--- config.mk ---
export PLATFORM = sky130hd
export DESIGN_NAME = branch_ex
export DESIGN_NICKNAME = d
export VERILOG_FILES = /design/src/rtl/branch_ex.sv
export SDC_FILE = /design/constraint.sdc
export NUM_CORES = 1
export LEC_CHECK = 0
export CAP_MARGIN = 20
export CELL_PAD_IN_SITES_DETAIL_PLACEMENT = 1
export CELL_PAD_IN_SITES_GLOBAL_PLACEMENT = 1
export CORE_MARGIN = 8
export CORE_UTILIZATION = 34
export DETAILED_ROUTE_END_ITERATION = 6
export GPL_ROUTABILITY_DRIVEN = 0
export GPL_TIMING_DRIVEN = 0
export MAX_ROUTING_LAYER = met4
export PLACE_DENSITY_LB_ADDON = 0.3
export SETUP_SLACK_MARGIN = 0.4
export SYNTH_ARGS = -nofsm -noshare
export SYNTH_HDL_FRONTEND = slang
export SYNTH_SLANG_ARGS = --single-unit
--- constraint.sdc ---
create_clock -name clk -period 3.2 [get_ports clk]
set_input_delay 0.64 -clock clk [delete_from_list [all_inputs] [get_ports clk]]
set_output_delay 0.64 -clock clk [all_outputs]
set_load 0.1 [all_outputs]
--- src/rtl/branch_ex.sv ---
// branch_ex: branch/jump resolution with redirect handshake, link writeback and taken counter
module branch_ex #(
  parameter logic [15:0] CNT_MAX = 16'hFFFF
) (
  input  logic        clk,
  input  logic        rst,
  input  logic        is_nop_in,
  input  logic        is_jmp_in,
  input  logic        is_imm_type_in,
  input  logic        zero_ext_in,
  input  logic [1:0]  op_in,
  input  logic [4:0]  rs1_in,
  input  logic [4:0]  rs2_in,
  input  logic [4:0]  rd_in,
  input  logic [21:0] imm_in,
  input  logic [31:0] pc_in,
  input  logic [31:0] rs1_data,
  input  logic [31:0] rs2_data,
  input  logic        redirect_ready,
  output logic        stall,
  output logic        flush,
  output logic        redirect_valid,
  output logic [31:0] redirect_pc,
  output logic        wb_en,
  output logic [4:0]  wb_rd,
  output logic [31:0] wb_data,
  output logic [15:0] taken_count
);
  typedef enum logic [1:0] {IDLE, WAIT_RDY, FLUSH} state_t;
  state_t state, next_state;
  logic [31:0] off, target;
  logic eq, lt, taken, valid, unused;
  assign unused = ^{rs1_in, rs2_in};
  assign off = {{8{imm_in[21]}}, imm_in, 2'b00};
  assign valid = (state == IDLE) && !is_nop_in;
  assign eq = rs1_data == rs2_data;
  assign lt = zero_ext_in ? rs1_data < rs2_data : $signed(rs1_data) < $signed(rs2_data);
  assign taken = is_jmp_in | (op_in[1] ? lt ^ op_in[0] : eq ^ op_in[0]);
  assign target = (is_jmp_in && !is_imm_type_in) ? (rs1_data + off) & ~32'd3 : pc_in + off;
  assign stall = state == WAIT_RDY;
  assign flush = state == FLUSH;
  // state register
  always_ff @(posedge clk or posedge rst)
    if (rst) state <= IDLE;
    else state <= next_state;
  // next state: taken instruction waits for fetch, accepted redirect flushes once
  always_comb begin
    next_state = state;
    if (state == IDLE) next_state = (valid && taken) ? WAIT_RDY : IDLE;
    else if (state == WAIT_RDY) next_state = (redirect_valid && redirect_ready) ? FLUSH : WAIT_RDY;
    else next_state = IDLE;
  end
  // registered outputs: redirect request, link write and saturating taken counter
  always_ff @(posedge clk or posedge rst)
    if (rst) begin
      redirect_valid <= 1'b0;
      redirect_pc <= 32'd0;
      wb_en <= 1'b0;
      wb_rd <= 5'd0;
      wb_data <= 32'd0;
      taken_count <= 16'd0;
    end else begin
      wb_en <= 1'b0;
      if (valid) begin
        if (is_jmp_in && rd_in != 5'd0) begin
          wb_en <= 1'b1;
          wb_rd <= rd_in;
          wb_data <= pc_in + 32'd4;
        end
        if (taken) begin
          redirect_valid <= 1'b1;
          redirect_pc <= target;
          taken_count <= (taken_count == CNT_MAX) ? taken_count : taken_count + 16'd1;
        end
      end else if (state == WAIT_RDY && redirect_valid && redirect_ready) redirect_valid <= 1'b0;
    end
endmodule

After elaboration in Yosys (flattened, before gate mapping)
Cells that the tools add are included.

storage, ports and cells
  flip-flop bits (word level) = 89
  word-level logic and storage cells = 50

cells by class
  add/sub/neg operators = 4
  order comparisons = 2
  equal/unequal tests = 5
  multiplexer cells = 12
  bitwise logic cells = 4
  reduce and logical (&&, ||, !) cells = 16

operators by type and width
  cell                     count
  $add A32 B32 Y32         2
  $lt A32 B32 Y1           2
  $add A32 B3 Y32 const B  1
  $eq A32 B32 Y1           1
  $mux W32                 1
  $add A16 B1 Y16 const B  1
  $eq A16 B16 Y1 const B   1
  $mux W1                  8
  $logic_and A1 B1 Y1      7
  $mux W2                  3
  $reduce_and A2 Y1        3
  $reduce_bool A5 Y1       1
  $reduce_and A3 Y1        1
  $eq A2 B1 Y1 const B     1
  $eq A2 B2 Y1 const B     1
  $logic_not A1 Y1         2
  $logic_not A2 Y1         1
  $ne A2 B2 Y1 const B     1
  $reduce_bool A2 Y1       1
  $xor A1 B1 Y1            2
  $not A1 Y1               1
  $or A1 B1 Y1             1

Logic depth before layout (Yosys ltp)
Gate-level depths: netlist of the first run.

  depth after elaboration = 8
  gate-level depth with buffers = 15
  mapped depth without buffers = 13

Least setup slack after synthesis of the first run
Ideal clock, no wire load.

  path kind = input-to-reg
  start = input port is_jmp_in
  end = register redirect_pc[23]
  setup time = 0.086 ns
  data arrival time = 4.067 ns
  data required time = 3.114 ns
  setup slack = -0.953 ns
  stages on the path = 14
  path buffers = 2
  cell sequence = nor2b_1 > clkbuf_1 > buf_1 > mux2_2 > ha_1 > a21o_1 > a21oi_1 > o21ai_1 > a211o_1 > a21o_1 > a2111oi_0 > nor3_1 > or3_1 > a32oi_1

on the way
  longest elaborated chain between the ends = 2
  elaborated cells on any way between the ends = 4
  classes of those cells = 1 x mux; 1 x bitwise; 2 x reduce/logical

ends and longest elaborated chain
  element                                                  RTL line  RTL
  start, declared                                          8         input logic is_jmp_in,
  $or A1 B1 Y1 or $logic_and A1 B1 Y1 (tied branches)      38, 39
  $reduce_and A2 Y1 (no line) or $mux W32 (tied branches)  -
  end signal, assigned                                     72        redirect_pc <= target;
  end, declared                                            23        output logic [31:0] redirect_pc,

Several ways; a longest one is shown, not always the timed one.
A chain may end at the register's enable or synchronous reset.

Worst setup path after layout of the first run
  start = input port rs1_data[2]
  end = register redirect_pc[30]

on the way
  longest elaborated chain between the ends = 6
  elaborated cells on any way between the ends = 11
  classes of those cells = 1 x add/sub; 2 x order compare; 1 x eq/ne; 3 x mux; 3 x bitwise; 1 x reduce/logical

ends and longest elaborated chain
  element                      RTL line  RTL
  start, declared              17        input logic [31:0] rs1_data,
  $lt A32 B32 Y1               37        assign lt = zero_ext_in ? rs1_data < rs2_data : $signed(rs1_data) < $signed(rs2_data);
  $mux W1                      37
  $xor A1 B1 Y1                38        assign taken = is_jmp_in | (op_in[1] ? lt ^ op_in[0] : eq ^ op_in[0]);
  $mux W1                      38
  $or A1 B1 Y1                 38
  $reduce_and A2 Y1 (no line)  -

Several ways; a longest one is shown, not always the timed one.

==> metrics.md, run 1 <==
| Metric | Value |
|---|---|
| WL final | 30,900 um |
| Global Route Usage Sum | 0.245 |
| Avg Vias per Cell | around 5.4 |
| VDD IR-drop max | between 0.0006 and 0.0007 V |
| Die X | around 150 um |
| Hold_ws | approximately 0.48 ns |
| WP data required | between 3 and 4 ns |
| Max-Cap Viols | 0 |
| Initial Util | 0.348 |
| PwrDens | approximately 890 mW/mm^2 |
| Tmin final | 3.59 ns |
| CP cell instances | clkdlybuf4s50_1 -> mux2_4 -> ha_4 -> fa_2 -> a21oi_4 -> o211ai_1 -> a211oi_2 -> buf_4 -> o31ai_4 -> a41oi_2 -> nor3_1 -> a311oi_1 -> o31ai_1 -> mux2_4 |
| Num CTS Buffers | 9 |
| First-pass GRT wire length | 44,300 um |
| Core footprint | about 0.019 sq mm |
| I/O Buffers | 220 |
| Synth Instances | 740 |
| Fillers | 1,989 |
| I/O pins | around 230 |
| CP arrival | 3.83 ns |
| Syn nets | between 900 and 1,000 |
| Grt total ovfl | 0 |
| Antenna violations before repair | 3 |
| Synth async-reset ratio | 1.00 |
| Outcome | finished with violations |
| Unrepaired setup endpoints after global routing | yes |
| Hold Buf Count CTS | 0 |
| Synthesized flop and latch total | just under 90 |
| H-tree level count | 3 |
| Post-synth EDFFs | 0 |
| Clk root buf | clkbuf_16 |
| Slew Limit Headroom | 0.281 |
| CTS max path bufs | 2 |
| Slowest cell on the critical path | clkdlybuf4s50_1 |
| Reg clk slew, reported paths | approximately 0.07 ns |
| Fmax | between 200 and 300 MHz |
| Type of origin of the critical path | input pin |
| Via Count | between 7,000 and 8,000 |
| Register area share after synthesis | 0.341 |
| Worst-path fanout max | 5 |
| Fin crit share | 1.12 |
| Crit Path Class | in -> reg |
| Synth warn | 0 |
| Die area | 0.0239 sq mm |
| CTS tree | yes |
| Failing checks | setup timing |
| Final setup skew | 0.0129 ns |
| Slew @ Worst Pin | around 1.1 ns |
| Hold Vio Cnt, Final | 0 |
| Ratio of cells with drive above 1 in the final layout | 0.327 |
| Area Overhead vs Synth | 79.8% |
| Synthesized cell area | roughly 0.0065 sq mm |
| Pleak | around 5.2 nW |
| Vias in the first global route | 7,585 |
| Pre-Repair DR Iteration Count | 4 |
| Initial DRC count | 290 |
| Crit end category | flop |
| Commonest non-fill, non-tap cell in the layout | clkdlybuf4s50_1 |
| Critical Path Max Stage Delay | roughly 0.5 ns |
| Largest net degree at the start of global routing | 38 |
| Unique cell type count in the Yosys netlist | 54 |
| Most repeated library cell on the critical path | mux2_4 |
| Residual DRC | 0 |
| Fin. max-slew vios | 0 |
| Share of the core filled with cells | 0.626 |
| Row count | 50 |
| Final WS setup | -0.393 ns |
| DP Wirelength | between 20,000 and 25,000 um |
| Clk Latency, worst-skew pair | 0.35 ns |
| Final ANT Viol Nets | 0 |
| Most frequent cells in the layout | 159 x clkdlybuf4s50_1, 89 x dfrtp_1, 87 x nand2_1 |
| Clock sink count | 89 |
| # setup viols final | 50 |
| Nets | 1,255 |
| Chip height | ~150 um |
| Syn_area_per_cell | 8.83 sq um |
| Worst Hold Class | reg -> reg |
| Top_reg_cell synth | dfrtp_1 |
| Post-DR wirelength/cell | around 24 um |
[timing repair]
action	in CTS	in global routing
endpoints found under the hold margin	0	0
buffers inserted	36	34
gates resized for setup	217	140
endpoints found under the setup margin	64	59
cloned	6	0
pin swaps	70	76
[through the flow]
stage	area (sq um)	setup WS, ns	power [mW]	setup TNS, ns	cells
2_1_floorplan	7100	-0.345	6.69	-2.07	740
3_3_place_gp	9590	-1.44	8.34	-48.97	1194
3_5_place_dp	9630	-1.42	8.45	-49.99	1196
4_1_cts	11000	-0.421	10.2	-8.29	1254
5_1_grt	11700	-0.481	10.9	-13.06	1292
6_report	11800	-0.393	10.5	-9.13	1294
[layout make-up]
| cell class | instances | area [sq um] | area share |
|---|---|---|---|
| timing repair buffer | 298 | 3030 | 0.258 |
| inverter | 49 | 205 | 0.0175 |
| multi-input combinational | 580 | 5390 | 0.458 |
| clock buffer | 10 | 239 | 0.0203 |
| buffer | 22 | 282 | 0.0240 |
| clock inverter | 6 | 75.1 | 0.00639 |
| tap | 234 | 293 | 0.0249 |
| antenna | 6 | 15.0 | 0.00128 |
| sequential | 89 | 2230 | 0.190 |
[flip-flops by register name (all words and copies together), names as in the netlist]
name / cells
redirect_pc: 32
redirect_valid: 1
state: 2
taken_count: 16
wb_data: 32
wb_en: 1
wb_rd: 5
[routing by layer]
layer | share of wire | track usage
met4 | 0.027 | 0.0719
met1 | 0.42 | 0.290
met2 | 0.52 | 0.428
met5 | 0 | -
met3 | 0.034 | 0.0312
[worst paths after layout]
| kind | start | end | slack [ns] | depth (start not counted) |
|---|---|---|---|---|
| worst min-delay path | wb_data[13]$_DFFE_PP0P_ | wb_data[13]$_DFFE_PP0P_ | 0.48 | 2 |
| worst min register to register | wb_data[13]$_DFFE_PP0P_ | wb_data[13]$_DFFE_PP0P_ | 0.48 | 2 |
| max in group asynchronous | rst | redirect_pc[28]$_DFFE_PP0P_ | 1.74 | 4 |
| worst max-delay path | rs1_data[2] | redirect_pc[30]$_DFFE_PP0P_ | -0.39 | 14 |
| min in group asynchronous | rst | taken_count[10]$_DFFE_PP0P_ | 0.65 | 2 |
| worst max register to register | taken_count[5]$_DFFE_PP0P_ | taken_count[2]$_DFFE_PP0P_ | 0.33 | 9 |
[kinds of logic (layout without fill, tap and decap cells)]
group | count (synthesis) | in the layout | synth area share
and+or+nand+nor | 242 | 242 | 0.176
xor gates and xnor gates | 61 | 61 | 0.0817
buffers and inverters | 71 | 385 | 0.0434
other | 0 | 6 | 0
AOI/OAI and AO/OA | 171 | 171 | 0.162
adders and majority gates | 64 | 64 | 0.124
muxes | 42 | 42 | 0.0720
DFF | 89 | 89 | 0.341
[cells in the mapped netlist, types with 3 or more instances]
library cell  count  area, sq um
nor2_1           27          101
dfrtp_1          89         2230
xnor2_1          28          245
clkbuf_1         15         56.3
o211ai_1          5         37.5
buf_1             3         11.3
and3_1           15         93.8
a211oi_1          5         37.5
nor2b_1           6         37.5
o21ai_0          70          350
ha_1             63          788
xor2_1           33          289
inv_1            49          184
a211o_1           3         26.3
nand3_1          24          120
o21a_1            3         22.5
o31ai_1           6         45.0
a21oi_1          34          170
nor3_1            9         45.0
mux2_2           40          450
nand2_1         112          420
a21o_1           22          165
nor4_1           12         75.1
nand4_1          14         87.6
nand2b_1          7         43.8
and4_1            4         35.0
[critical path: cells and delay by family]
family                     cells  cell delay [ns]
AOI/OAI and AO/OA              7             1.32
adders and majority gates      2             0.55
buffers and inverters          2             0.65
and+or+nand+nor                1             0.08
muxes                          2             0.59
[power breakdown]
| group | switching (mW) | internal (mW) | total [mW] |
|---|---|---|---|
| Sequential | 0.397 | 1.61 | 2.01 |
| Clock | 0.527 | 0.640 | 1.17 |
| Combinational | 5.25 | 2.09 | 7.33 |
| Total | 6.17 | 4.34 | 10.5 |
Note: power is estimated with default switching activity, not from simulation.
==> run 2: changes to the inputs <==
--- a/config.mk
+++ b/config.mk
@@ -12,7 +12,6 @@
 export CORE_UTILIZATION = 34
 export DETAILED_ROUTE_END_ITERATION = 6
 export GPL_ROUTABILITY_DRIVEN = 0
-export GPL_TIMING_DRIVEN = 0
 export MAX_ROUTING_LAYER = met4
 export PLACE_DENSITY_LB_ADDON = 0.3
 export SETUP_SLACK_MARGIN = 0.4
==> run 2 against run 1 <==
Effect of this change: the flow still finishes with violations (setup timing); clock skew decreased by 0.00070 ns; critical path depth increased by 2; sequential cell count unchanged; design area is 3.0% higher; sequential share of layout area is 0.55 points lower; power barely moved; largest power group unchanged; highest routed layer unchanged.
==> metrics.md, run 2 (same netlist as run 1, synthesis figures left out) <==
| Metric | Value |
|---|---|
| Most repeated library cell on the critical path | buf_12 |
| Ratio of cells with drive above 1 in the final layout | 0.452 |
| Final WS setup | -0.484 ns |
| Pre-CTS setup slack | -1.09 ns |
| Fin crit share | 1.15 |
| Global Route Usage Sum | 0.262 |
| VDD IR-drop max | roughly 0.00062 V |
| Reg clk slew, reported paths | roughly 0.080 ns |
| CP cell instances | buf_6 -> nor2b_4 -> buf_12 -> buf_12 -> buf_12 -> mux2_4 -> ha_4 -> a21oi_1 -> o21ai_1 -> a32o_1 -> a211o_1 -> a21o_1 -> a2111oi_4 -> nor3_2 -> or3_1 -> a32oi_1 |
| Hold_ws | about 0.49 ns |
| Area Overhead vs Synth | 85.2% |
| Max-Cap Viols | 0 |
| Largest net degree at the start of global routing | 90 |
| Grt total ovfl | 0 |
| WP data required | between 3 and 4 ns |
| Largest registers | redirect_pc (32), wb_data (32), taken_count (16) |
| Failing checks | setup timing |
| Pleak | approximately 5.6 nW |
| DP Wirelength | approximately 22,000 um |
| Fin. max-slew vios | 0 |
| CP arrival | about 4.0 ns |
| Via Count | 7,665 |
| Critical Path Max Stage Delay | ~0.33 ns |
| CTS tree | yes |
| Type of origin of the critical path | input pin |
| Residual DRC | 0 |
| Clock power share | 0.119 |
| Worst-path fanout max | 3 |
| Most used routing layer | met2 |
| Pint | around 4.3 mW |
| H-tree level count | 3 |
| Worst Hold Class | reg -> reg |
| Outcome | finished with violations |
| Die X | around 150 um |
| Sw Ratio | 0.593 |
| Chip height | ~150 um |
| Crit end category | flop |
| TNS Setup | -6.32 ns |
| Met2 Use GR | 0.449 |
| Post-DR wirelength/cell | 24.7 um |
| CTS max path bufs | 2 |
| Core footprint | about 0.019 sq mm |
| Cell Count, Final, Fillers Out | 1,387 |
| Comb pwr share | 0.689 |
| WL final | approximately 34,000 um |
| Commonest non-fill, non-tap cell in the layout | buf_4 |
| Unrepaired setup endpoints after global routing | yes |
| Sequential share of power | 0.192 |
| Slew Limit Headroom | 0.607 |
| Hold Buf Count CTS | 0 |
| I/O Buffers | 220 |
| Vias in the first global route | 8,373 |
| Num CTS Buffers | 9 |
| Fmax | 271 MHz |
| Dpl cells | roughly 1,300 |
| Design area | approximately 0.012 sq mm |
| Nets | between 1,000 and 1,500 |
| First-pass GRT wire length | approximately 48,000 um |
| Antenna violations before repair | 2 |
| Pre-Repair DR Iteration Count | 5 |
| Initial Util | 0.348 |
| PwrDens | a little under 900 mW/mm^2 |
| Slowest cell on the critical path | or3_1 |
| Switching power total | approximately 6.2 mW |
| Final setup skew | 0.0122 ns |
| Clock sink count | between 80 and 90 |
| # setup viols final | approximately 40 |
| Fillers | 2,054 |
| Crit Path Class | in -> reg |
| Row count | 50 |
| Avg Vias per Cell | ~5.5 |
| I/O pins | ~230 |
| Hold Vio Cnt, Final | 0 |
| Most frequent cells in the layout | 248 x buf_4, 100 x nand2_1, 89 x dfrtp_1 |
| Clk root buf | clkbuf_16 |
| Initial DRC count | a little under 400 |
| Placed cell area | ~0.010 sq mm |
| Tmin final | roughly 3.7 ns |
| Clk Latency, worst-skew pair | about 0.37 ns |
| Final ANT Viol Nets | 0 |
| Slew @ Worst Pin | approximately 0.59 ns |
| Met1 GRT Util | 0.300 |
| Die area | 0.0239 sq mm |
| Met3 Use GR | 0.0362 |
[run 2: cell count changes in the layout (fill, tap and decap cells not counted), sizes merged, moves of 4 or more]
| cell | change |
|---|---|
| clkdlybuf4s50 | -87 |
| clkbuf | -13 |
| dlymetal6s2s | -19 |
| diode | -4 |
| buf | +199 |
| dlygate4sd2 | +18 |
[run 2: cell type report]
type | instances | area (sq um) | share of cell area
timing repair buffer | 417 | 3740 | 0.309
multi-input combinational | 580 | 5300 | 0.438
clock inverter | 6 | 100 | 0.00827
clock buffer | 10 | 229 | 0.0189
tap | 234 | 293 | 0.0242
antenna | 2 | 5.00 | 0.000413
inverter | 49 | 205 | 0.0170
sequential | 89 | 2230 | 0.184
[run 2: metrics by stage]
| step | power [mW] | utilization |
|---|---|---|
| after floorplan | 6.69 | - |
| after global placement | 8.29 | 0.552 |
| after detailed placement | 8.42 | 0.552 |
| after CTS | 9.97 | 0.612 |
| after global routing | 10.8 | 0.645 |
| final | 10.5 | 0.645 |
[run 2: layer usage]
layer,part of all wire,wire length [um]
met5,0,0
met1,0.39,13400
met2,0.51,17500
met3,0.050,1710
met4,0.046,1580
[run 2: worst max-delay path, delay by kind of cell]
kind                       cells  cell delay [ns]
buffers and inverters          4             0.42
AOI/OAI and AO/OA              7             1.68
adders and majority gates      1             0.22
and+or+nand+nor                3             0.66
muxes                          1             0.31
[run 2: power groups by stage]
stage          clock network [mW]  logic (mW)  registers [mW]
2_1_floorplan                   0        1.30            5.39
3_3_place_gp                    0        6.34            1.95
3_5_place_dp                    0        6.45            1.97
4_1_cts                      1.24        6.76            1.97
5_1_grt                      1.29        7.47            2.08
6_report                     1.25        7.24            2.02
[run 2: repair_timing]
| item | 4_1_cts | 5_1_grt |
|---|---|---|
| buffers inserted | 35 | 11 |
| endpoints found under the setup margin | 50 | 55 |
| pin swaps | 76 | 73 |
| cloned | 2 | 4 |
| gates resized for setup | 207 | 103 |
[run 2: final timing paths]
| check | end | slack, ns | depth (start not counted) | start |
|---|---|---|---|---|
| max in group asynchronous | redirect_pc[25]$_DFFE_PP0P_ | 2.00 | 3 | rst |
| min in group asynchronous | wb_data[0]$_DFFE_PP0P_ | 0.77 | 3 | rst |
| worst min-delay path | taken_count[8]$_DFFE_PP0P_ | 0.49 | 1 | taken_count[8]$_DFFE_PP0P_ |
| worst max-delay path | redirect_pc[23]$_DFFE_PP0P_ | -0.48 | 16 | is_jmp_in |
| worst max register to register | taken_count[7]$_DFFE_PP0P_ | 0.40 | 9 | taken_count[5]$_DFFE_PP0P_ |
| worst min register to register | taken_count[8]$_DFFE_PP0P_ | 0.49 | 1 | taken_count[8]$_DFFE_PP0P_ |
